`src/rtl/sevenseg_pkg.sv`:
```
// Shared character codes, segment patterns and decode helpers for the
// seven-segment frame monitor.
package sevenseg_pkg;

  localparam int unsigned NUM_DIGITS = 6;

  localparam logic [4:0] CH_A     = 5'h0A;
  localparam logic [4:0] CH_H     = 5'h10;
  localparam logic [4:0] CH_L     = 5'h11;
  localparam logic [4:0] CH_P     = 5'h12;
  localparam logic [4:0] CH_T     = 5'h13;
  localparam logic [4:0] CH_UNK   = 5'h1E;
  localparam logic [4:0] CH_BLANK = 5'h1F;

  // Active-low patterns, bit6 = g ... bit0 = a
  localparam logic [6:0] SEG_0     = 7'b1000000;
  localparam logic [6:0] SEG_1     = 7'b1111001;
  localparam logic [6:0] SEG_2     = 7'b0100100;
  localparam logic [6:0] SEG_3     = 7'b0110000;
  localparam logic [6:0] SEG_4     = 7'b0011001;
  localparam logic [6:0] SEG_5     = 7'b0010010;
  localparam logic [6:0] SEG_6     = 7'b0000010;
  localparam logic [6:0] SEG_7     = 7'b1111000;
  localparam logic [6:0] SEG_8     = 7'b0000000;
  localparam logic [6:0] SEG_9     = 7'b0010000;
  localparam logic [6:0] SEG_9_ALT = 7'b0011000;
  localparam logic [6:0] SEG_A     = 7'b0001000;
  localparam logic [6:0] SEG_H     = 7'b0001001;
  localparam logic [6:0] SEG_L     = 7'b1000111;
  localparam logic [6:0] SEG_P     = 7'b0001100;
  localparam logic [6:0] SEG_T     = 7'b0000111;
  localparam logic [6:0] SEG_BLANK = 7'b1111111;

  typedef logic [5*NUM_DIGITS-1:0] frame_t;

  localparam frame_t FRAME_BLANK = {NUM_DIGITS{CH_BLANK}};

  function automatic logic [4:0] seg_to_char(input logic [6:0] seg);
    logic [4:0] code;
    case (seg)
      SEG_0:            code = 5'h00;
      SEG_1:            code = 5'h01;
      SEG_2:            code = 5'h02;
      SEG_3:            code = 5'h03;
      SEG_4:            code = 5'h04;
      SEG_5:            code = 5'h05;
      SEG_6:            code = 5'h06;
      SEG_7:            code = 5'h07;
      SEG_8:            code = 5'h08;
      SEG_9, SEG_9_ALT: code = 5'h09;
      SEG_A:            code = CH_A;
      SEG_H:            code = CH_H;
      SEG_L:            code = CH_L;
      SEG_P:            code = CH_P;
      SEG_T:            code = CH_T;
      SEG_BLANK:        code = CH_BLANK;
      default:          code = CH_UNK;
    endcase
    return code;
  endfunction

  function automatic logic has_unknown(input frame_t frame);
    logic unk;
    unk = 1'b0;
    for (int i = 0; i < NUM_DIGITS; i++) begin
      if (frame[5*i +: 5] == CH_UNK) unk = 1'b1;
    end
    return unk;
  endfunction

endpackage

```
`src/rtl/sevenseg_frame_decoder_if.sv`:
```
// Frame report channel: decoded characters offered under valid/ready.
interface sevenseg_frame_decoder_if;
  import sevenseg_pkg::*;

  logic   frm_valid;
  logic   frm_ready;
  frame_t frm_chars;
  logic   frm_unknown;

  modport master (
    output frm_valid,
    output frm_chars,
    output frm_unknown,
    input  frm_ready
  );

  modport slave (
    input  frm_valid,
    input  frm_chars,
    input  frm_unknown,
    output frm_ready
  );

endinterface

```
`src/rtl/sevenseg_char_decode.sv`:
```
// Combinational single-digit decoder: active-low segment pattern to character code.
module sevenseg_char_decode
  import sevenseg_pkg::*;
(
  input  logic [6:0] seg_i,
  output logic [4:0] code_o
);

  assign code_o = seg_to_char(seg_i);

endmodule

```
`src/rtl/sevenseg_frame_decoder.sv`:
```
// Reads six segment buses back into characters, qualifies them with a stability
// filter and reports each new stable frame once over valid/ready.
module sevenseg_frame_decoder
  import sevenseg_pkg::*;
#(
  parameter int unsigned STABLE_CYCLES = 4,
  parameter int unsigned DROP_W        = 8
) (
  input  logic                     clk,
  input  logic                     reset,
  input  logic [6:0]               ss0,
  input  logic [6:0]               ss1,
  input  logic [6:0]               ss2,
  input  logic [6:0]               ss3,
  input  logic [6:0]               ss4,
  input  logic [6:0]               ss5,
  sevenseg_frame_decoder_if.master frm,
  output logic                     stable,
  output logic [DROP_W-1:0]        drop_count
);

  localparam logic [7:0] StableCnt = 8'(STABLE_CYCLES);
  localparam logic [7:0] AcceptCnt = 8'(STABLE_CYCLES - 1);

  logic [41:0]       raw, sample_q, sample_d;
  logic [7:0]        cnt_q, cnt_d;
  logic              accept;
  frame_t            dec_frame;

  frame_t            out_q, out_d, latest_q, latest_d, target;
  logic              valid_q, valid_d, pend_q, pend_d, has_out_q, has_out_d;
  logic              unk_q, unk_d, xfer, fresh;
  logic [DROP_W-1:0] drop_q, drop_d;

  assign raw = {ss5, ss4, ss3, ss2, ss1, ss0};

  // Decode the held sample; it equals raw whenever accept fires.
  for (genvar i = 0; i < NUM_DIGITS; i++) begin : g_dec
    sevenseg_char_decode u_dec (
      .seg_i  (sample_q[7*i +: 7]),
      .code_o (dec_frame[5*i +: 5])
    );
  end

  always_comb begin
    sample_d = sample_q;
    cnt_d    = cnt_q;
    if (raw != sample_q) begin
      sample_d = raw;
      cnt_d    = '0;
    end else if (cnt_q != StableCnt) begin
      cnt_d = cnt_q + 8'd1;
    end
  end

  assign accept = (raw == sample_q) && (cnt_q == AcceptCnt);
  assign stable = (cnt_q == StableCnt);

  always_comb begin
    out_d     = out_q;
    latest_d  = latest_q;
    valid_d   = valid_q;
    pend_d    = pend_q;
    has_out_d = has_out_q;
    drop_d    = drop_q;
    xfer      = valid_q && frm.frm_ready;
    // Compare against whatever was offered most recently, shown or queued.
    target    = pend_q ? latest_q : out_q;
    fresh     = accept && (!has_out_q || (dec_frame != target));
    if (fresh) begin
      has_out_d = 1'b1;
      if (!valid_q) begin
        out_d   = dec_frame;
        valid_d = 1'b1;
      end else if (xfer) begin
        if (pend_q) begin
          out_d    = latest_q;
          latest_d = dec_frame;
        end else begin
          out_d = dec_frame;
        end
      end else begin
        latest_d = dec_frame;
        pend_d   = 1'b1;
        if (pend_q && (drop_q != '1)) drop_d = drop_q + DROP_W'(1);
      end
    end else if (xfer) begin
      if (pend_q) begin
        out_d  = latest_q;
        pend_d = 1'b0;
      end else begin
        valid_d = 1'b0;
      end
    end
    unk_d = has_unknown(out_d);
  end

  always_ff @(posedge clk) begin
    if (reset) begin
      sample_q  <= '1;
      cnt_q     <= '0;
      out_q     <= FRAME_BLANK;
      latest_q  <= FRAME_BLANK;
      valid_q   <= 1'b0;
      pend_q    <= 1'b0;
      has_out_q <= 1'b0;
      unk_q     <= 1'b0;
      drop_q    <= '0;
    end else begin
      sample_q  <= sample_d;
      cnt_q     <= cnt_d;
      out_q     <= out_d;
      latest_q  <= latest_d;
      valid_q   <= valid_d;
      pend_q    <= pend_d;
      has_out_q <= has_out_d;
      unk_q     <= unk_d;
      drop_q    <= drop_d;
    end
  end

  assign frm.frm_valid   = valid_q;
  assign frm.frm_chars   = out_q;
  assign frm.frm_unknown = unk_q;
  assign drop_count      = drop_q;

endmodule
```
`src/flat_wrapper.sv`:
```
// flat-port wrapper written by rule: the top's interface ports become plain ports
module sevenseg_frame_decoder_flat import sevenseg_pkg::*;
#(
  parameter int unsigned STABLE_CYCLES = 4,
  parameter int unsigned DROP_W        = 8
)
  (clk, reset, ss0, ss1, ss2, ss3, ss4, ss5, stable, drop_count, frm_frm_valid, frm_frm_chars, frm_frm_unknown, frm_frm_ready);
  sevenseg_frame_decoder_if frm_i ();
  input  logic clk;
  input  logic reset;
  input  logic [6:0] ss0;
  input  logic [6:0] ss1;
  input  logic [6:0] ss2;
  input  logic [6:0] ss3;
  input  logic [6:0] ss4;
  input  logic [6:0] ss5;
  output logic stable;
  output logic [DROP_W-1:0] drop_count;
  output wire logic [$bits(frm_i.frm_valid)-1:0] frm_frm_valid;
  output wire logic [$bits(frm_i.frm_chars)-1:0] frm_frm_chars;
  output wire logic [$bits(frm_i.frm_unknown)-1:0] frm_frm_unknown;
  input wire logic [$bits(frm_i.frm_ready)-1:0] frm_frm_ready;
  assign frm_frm_valid = frm_i.frm_valid;
  assign frm_frm_chars = frm_i.frm_chars;
  assign frm_frm_unknown = frm_i.frm_unknown;
  assign frm_i.frm_ready = frm_frm_ready;
  sevenseg_frame_decoder #(.STABLE_CYCLES(STABLE_CYCLES), .DROP_W(DROP_W)) u_core (.clk(clk), .reset(reset), .ss0(ss0), .ss1(ss1), .ss2(ss2), .ss3(ss3), .ss4(ss4), .ss5(ss5), .frm(frm_i), .stable(stable), .drop_count(drop_count));
endmodule
```
`config.mk`:
```
export PLATFORM = sky130hd
export DESIGN_NAME = sevenseg_frame_decoder_flat
export DESIGN_NICKNAME = d
export VERILOG_FILES = /design/src/rtl/sevenseg_pkg.sv /design/src/rtl/sevenseg_frame_decoder_if.sv /design/src/rtl/sevenseg_char_decode.sv /design/src/rtl/sevenseg_frame_decoder.sv /design/src/flat_wrapper.sv
export SDC_FILE = /design/constraint.sdc
export NUM_CORES = 1
export LEC_CHECK = 0
export CAP_MARGIN = 20
export CORE_MARGIN = 2
export CORE_UTILIZATION = 35
export CTS_CLUSTER_SIZE = 28
export DETAILED_ROUTE_END_ITERATION = 10
export HOLD_SLACK_MARGIN = 0.12
export PLACE_DENSITY = 0.64
export SETUP_SLACK_MARGIN = 0.3
export SYNTH_ARGS = -nofsm -noshare
export SYNTH_HDL_FRONTEND = slang
export SYNTH_SLANG_ARGS = --single-unit
```
`constraint.sdc`:
```
create_clock -name clk -period 3.2 [get_ports clk]
set_input_delay 0.48 -clock clk [delete_from_list [all_inputs] [get_ports clk]]
set_output_delay 0.48 -clock clk [all_outputs]
set_load 0.02 [all_outputs]
```
==> results.md <==
- The count of boundary I/O pins is 86.
- Hold repair after CTS inserted 0 buffers.
- The combinational share of power is between 10% and 20%.
- The root buffer cell chosen for the clock tree is sky130_fd_sc_hd__clkbuf_16.
- Counting every net in the synthesized netlist gives approximately 1200.
- The fraction of the yosys area taken by sequential cells is between 20% and 30%.
- Counting cells, the worst reg-to-reg path comes to 12.
- The initial core utilization is 35.7%.
- Global routing used about a quarter of the available tracks across all layers.
- The critical path required time is 3570 ps.
- The worst register-to-register path ends at u_core.frm.frm_chars[29].
- TritonCTS built the clock tree.
- The via count of the first global-routing pass is about 9300.
- In the synthesized netlist, the cells that appear most often are 122 x sky130_fd_sc_hd__dfxtp_1, 88 x sky130_fd_sc_hd__nor2_1, 85 x sky130_fd_sc_hd__nand2_1.
- The post-synthesis cell type count is 85.
- Yosys instantiated no cell more often than sky130_fd_sc_hd__dfxtp_1.
- Input and output buffers added on the ports amount to 85.
- The share of total power dissipated in the clock network is between 40% and 50%.
- For this design the ratio of total power to cell area is approximately 320 nW/um2.
- The clock network latency to the later pin of the worst-skew pair is approximately 430 ps.
- In this run the critical register-to-register path is launched from u_core.sample_q[30].
- Of the available clock period, the critical path in the final layout requires 108%.
- The type of the tightest min-delay check is register to register.
- The initial antenna violation count is 0.
- Along the worst hold path, the cell count comes to 2.
- In the routed design, unresolved DRC markers number 0.
- Counting every instance in the synthesized netlist gives 1128.
- Yosys attributes the largest share of cell area to sky130_fd_sc_hd__dfxtp_1 27%, sky130_fd_sc_hd__mux2i_1 5.6%, sky130_fd_sc_hd__xnor2_1 4.3%.
- The post-layout worst setup margin is -261 ps.
- Setup violations remaining at the end of the flow were counted as 70.
- The max-capacitance violation count is 0.
- The total internal power is roughly 3.1 mW.
- The number of antenna diodes in the final layout is 0.
- In this run, synthesis inferred 0 flip-flops with an integrated enable.
- The detailed router placed 10005 vias in this run.
- The floorplan step defined a die boundary enclosing around 27000 um2.
- The met1 demand-to-capacity share in global routing is roughly a third.
- The total area inside the core boundary comes to between 20000 and 30000 um2.
- The largest net degree at the start of global routing is between 60 and 70.
- The final-report hold violation count is 0.
- The net switching power of the design is roughly 1.2 mW.
- The design draws between 4 and 5 mW.
- The run finished, with violations left.
- The y dimension of the die is 164 um.
- Setup slack on the worst reg-to-reg path comes out at -260 ps.
- Summing every instance area after synthesis gives approximately 9000 um2.
- The clock tree synthesis step divided the H-tree into 4 levels.
- The routed wire length is roughly 32000 um.
- The critical-path maximum fanout is 43.
- From synthesis to final layout, the design area changed by 46.6%.
- The most crowded layer after global routing is met2.
- The maximum VDD drop is about 0.30 mV.
- At the pin with the least slew margin, the transition time is 818 ps.
- The mean area per synthesized cell is 7.97 um2.
- The weighted congestion at the end of routability-driven global placement is between 0.9 and 1.
- The kind of start point of the critical path is a register.
- The fraction of post-synthesis cell area in the top cell type by area is around 27%.
- The critical path is of the register to register type.
- Based on the critical path, the design can be clocked at up to ~0.29 GHz.
- The post-route netlist has between 30% and 40% of its cells at a drive strength greater than 1.
- The clock arrives with about 12 ps of skew.
- In this run, synthesis produced a sequential element count of roughly 120.
- In this run the most critical hold path is launched from u_core.has_out_q.
- The row count is 58.
- For this run the aggregate overflow at the end of global routing stands at 0.
- The sink of the worst hold path is u_core.has_out_q.
- Setup repair after global routing could not meet its margin everywhere.
- The clock drives between 100 and 150 sinks.
- The worst path in the final design needs a cycle of between 3000 and 4000 ps, including I/O delays and setup.
- The DRC violation total after the first TritonRoute iteration is 974.
- The width of the die is about 160 um.
- The filler cell count in the final layout is 2349.
- The power share of the sequential group is between 30% and 40%.
- The global-route track usage on met3 is around 3.5%.
- The final standard cell area without fillers is roughly 13000 um2.
- In this run switching power makes up 27.6% of total power.
- Summed over all nets, the half-perimeter wirelength after detailed placement is 23200 um.
- Tracing the worst setup path back leads to its startpoint at u_core.sample_q[30].
- In the routed layout, each cell is associated on average with a via count of roughly 5.7.
- The final reports fail on setup timing.
- The final count of pins violating max slew is 0.
- The number of detailed-route iterations in the first pass is 5.
- Once layout is complete, the utilization of the core stands at roughly 52%.
- The cell leakage power is 5.22 nW.
- The clock transition time at the flip-flop clock pins of the worst setup and hold paths is 60 ps.
- After the last flow step, the layout net total stands at about 1500.
- The clock buffer count from CTS is 17.
- Among all flip-flop cells after synthesis, the most frequent one is sky130_fd_sc_hd__dfxtp_1.
- STA classifies the critical path endpoint as a register.
- Once detail routing completed, the nets flagged for antenna violations numbered 0.
- The worst pin sits at a relative slew slack of 45.4%.
- The per-cell routed wire length is 18.1 um.
- Once placement finished, the instance area stood at roughly 12000 um2.
- The cell taking the most area after synthesis is sky130_fd_sc_hd__dfxtp_1.
- The first global-routing pass estimated between 50000 and 60000 um of wire.
- The async set-reset flop share out of synthesis is 0%.
- The met2 track utilization from global routing is ~36%.
- Yosys printed 0 warnings.
- The longest clock path from root to sink contains 2 buffers.
- At the worst endpoint, the arrival time is ~3800 ps.
[registers in the layout, summed over array words and instances (netlist names)]
signal                  cells
u_core.frm.frm_chars       30
u_core.frm.frm_valid        1
u_core.latest_q            30
u_core.pend_q               1
u_core.drop_count           8
u_core.cnt_q                8
u_core.frm.frm_unknown      1
u_core.sample_q            42
u_core.has_out_q            1
[area by class of cell]
class                   count  area, um2  area share [%]
multi-input cells         899       6530            49.6
clock inverters            12        126           0.959
flip-flops and latches    122       2470            18.8
well taps                 330        413            3.13
repair buffers            364       3150            23.9
inverters                  14       52.6           0.399
clock buffers              20        437            3.31
[power by group through the flow]
| stage | combinational [mW] | sequential [mW] | clock (mW) |
|---|---|---|---|
| detailed placement | 0.690 | 1.62 | 0 |
| CTS | 0.725 | 1.59 | 1.92 |
| global placement | 0.684 | 1.62 | 0 |
| global route | 0.805 | 1.60 | 1.99 |
| floorplan | 0.371 | 1.60 | 0 |
| finish | 0.750 | 1.59 | 1.91 |
[cell usage in the layout, fill, tap and decap left out, drive strengths merged, types with 14 or more instances in the layout]
cell | synthesis | final
buf | 45 | 279
dfxtp | 122 | 122
nor2 | 89 | 89
nand2 | 85 | 85
clkdlybuf4s50 | 0 | 83
o21ai | 76 | 76
mux2i | 50 | 50
or2 | 50 | 50
a21oi | 48 | 48
xnor2 | 44 | 44
nand3 | 40 | 40
nand4 | 37 | 37
mux2 | 30 | 30
nor3 | 27 | 27
o22ai | 24 | 24
xor2 | 23 | 23
clkbuf | 48 | 21
and3 | 18 | 18
nor4 | 16 | 16
or3 | 15 | 15
or4 | 15 | 15
nor3b | 14 | 14
[critical path: stages, from the launching register on]
cell                        delay [ps]
sky130_fd_sc_hd__dfxtp_2           330
sky130_fd_sc_hd__buf_4             170
sky130_fd_sc_hd__and3b_1           160
sky130_fd_sc_hd__o211ai_1          300
sky130_fd_sc_hd__and3_1            330
sky130_fd_sc_hd__or4_1             170
sky130_fd_sc_hd__o2111ai_2         110
sky130_fd_sc_hd__or4_4             540
sky130_fd_sc_hd__or2_4             260
sky130_fd_sc_hd__o31a_4            380
sky130_fd_sc_hd__buf_12            190
sky130_fd_sc_hd__mux2_1            340
sky130_fd_sc_hd__nand2_1            80
[metrics by stage]
stage / setup TNS [ps] / std cells / worst slack (ps) / hold slack (ps)
3_5_place_dp: -21460 / 1698 / -450 / 465
3_3_place_gp: -16580 / 1698 / -348 / 462
4_1_cts: -8780 / 1752 / -207 / 482
2_1_floorplan: -647 / 1128 / -30.8 / 441
5_1_grt: -19200 / 1761 / -345 / 496
6_report: -12300 / 1761 / -261 / 477
[what timing repair did]
action                                  in CTS  in global routing
pin swaps                                   27                 24
buffers inserted                            20                  8
endpoints found under the setup margin      71                 72
cloned                                       2                  1
gates resized for setup                     92                 52
[layer usage]
metal,up-vias,part of all wire [%]
met3,64,6.2
met2,429,44
met4,0,3.1
met5,-,0
met1,4736,47
li1,4776,-
[logic make-up after synthesis]
kind of cell,after synthesis,share of synthesized area [%]
AND/OR/NAND/NOR,478,29.6
AO/OA/AOI/OAI,268,20.3
flip-flops,122,27.2
buffers and inverters,107,5.46
multiplexers,80,10.2
XOR/XNOR,67,6.53
adder cells (fa/ha/maj),6,0.752
[worst max path at each step]
stage	end	slack [ps]	depth (start not counted)
global route	u_core.frm.frm_chars[29]	-350	12
detailed placement	u_core.drop_count[4]	-450	14
finish	u_core.frm.frm_chars[29]	-260	12
global placement	u_core.drop_count[4]	-350	13
floorplan	u_core.frm.frm_chars[11]	-30	12
CTS	u_core.frm.frm_chars[29]	-210	11
No activity file was read; power rests on OpenSTA's default activity.
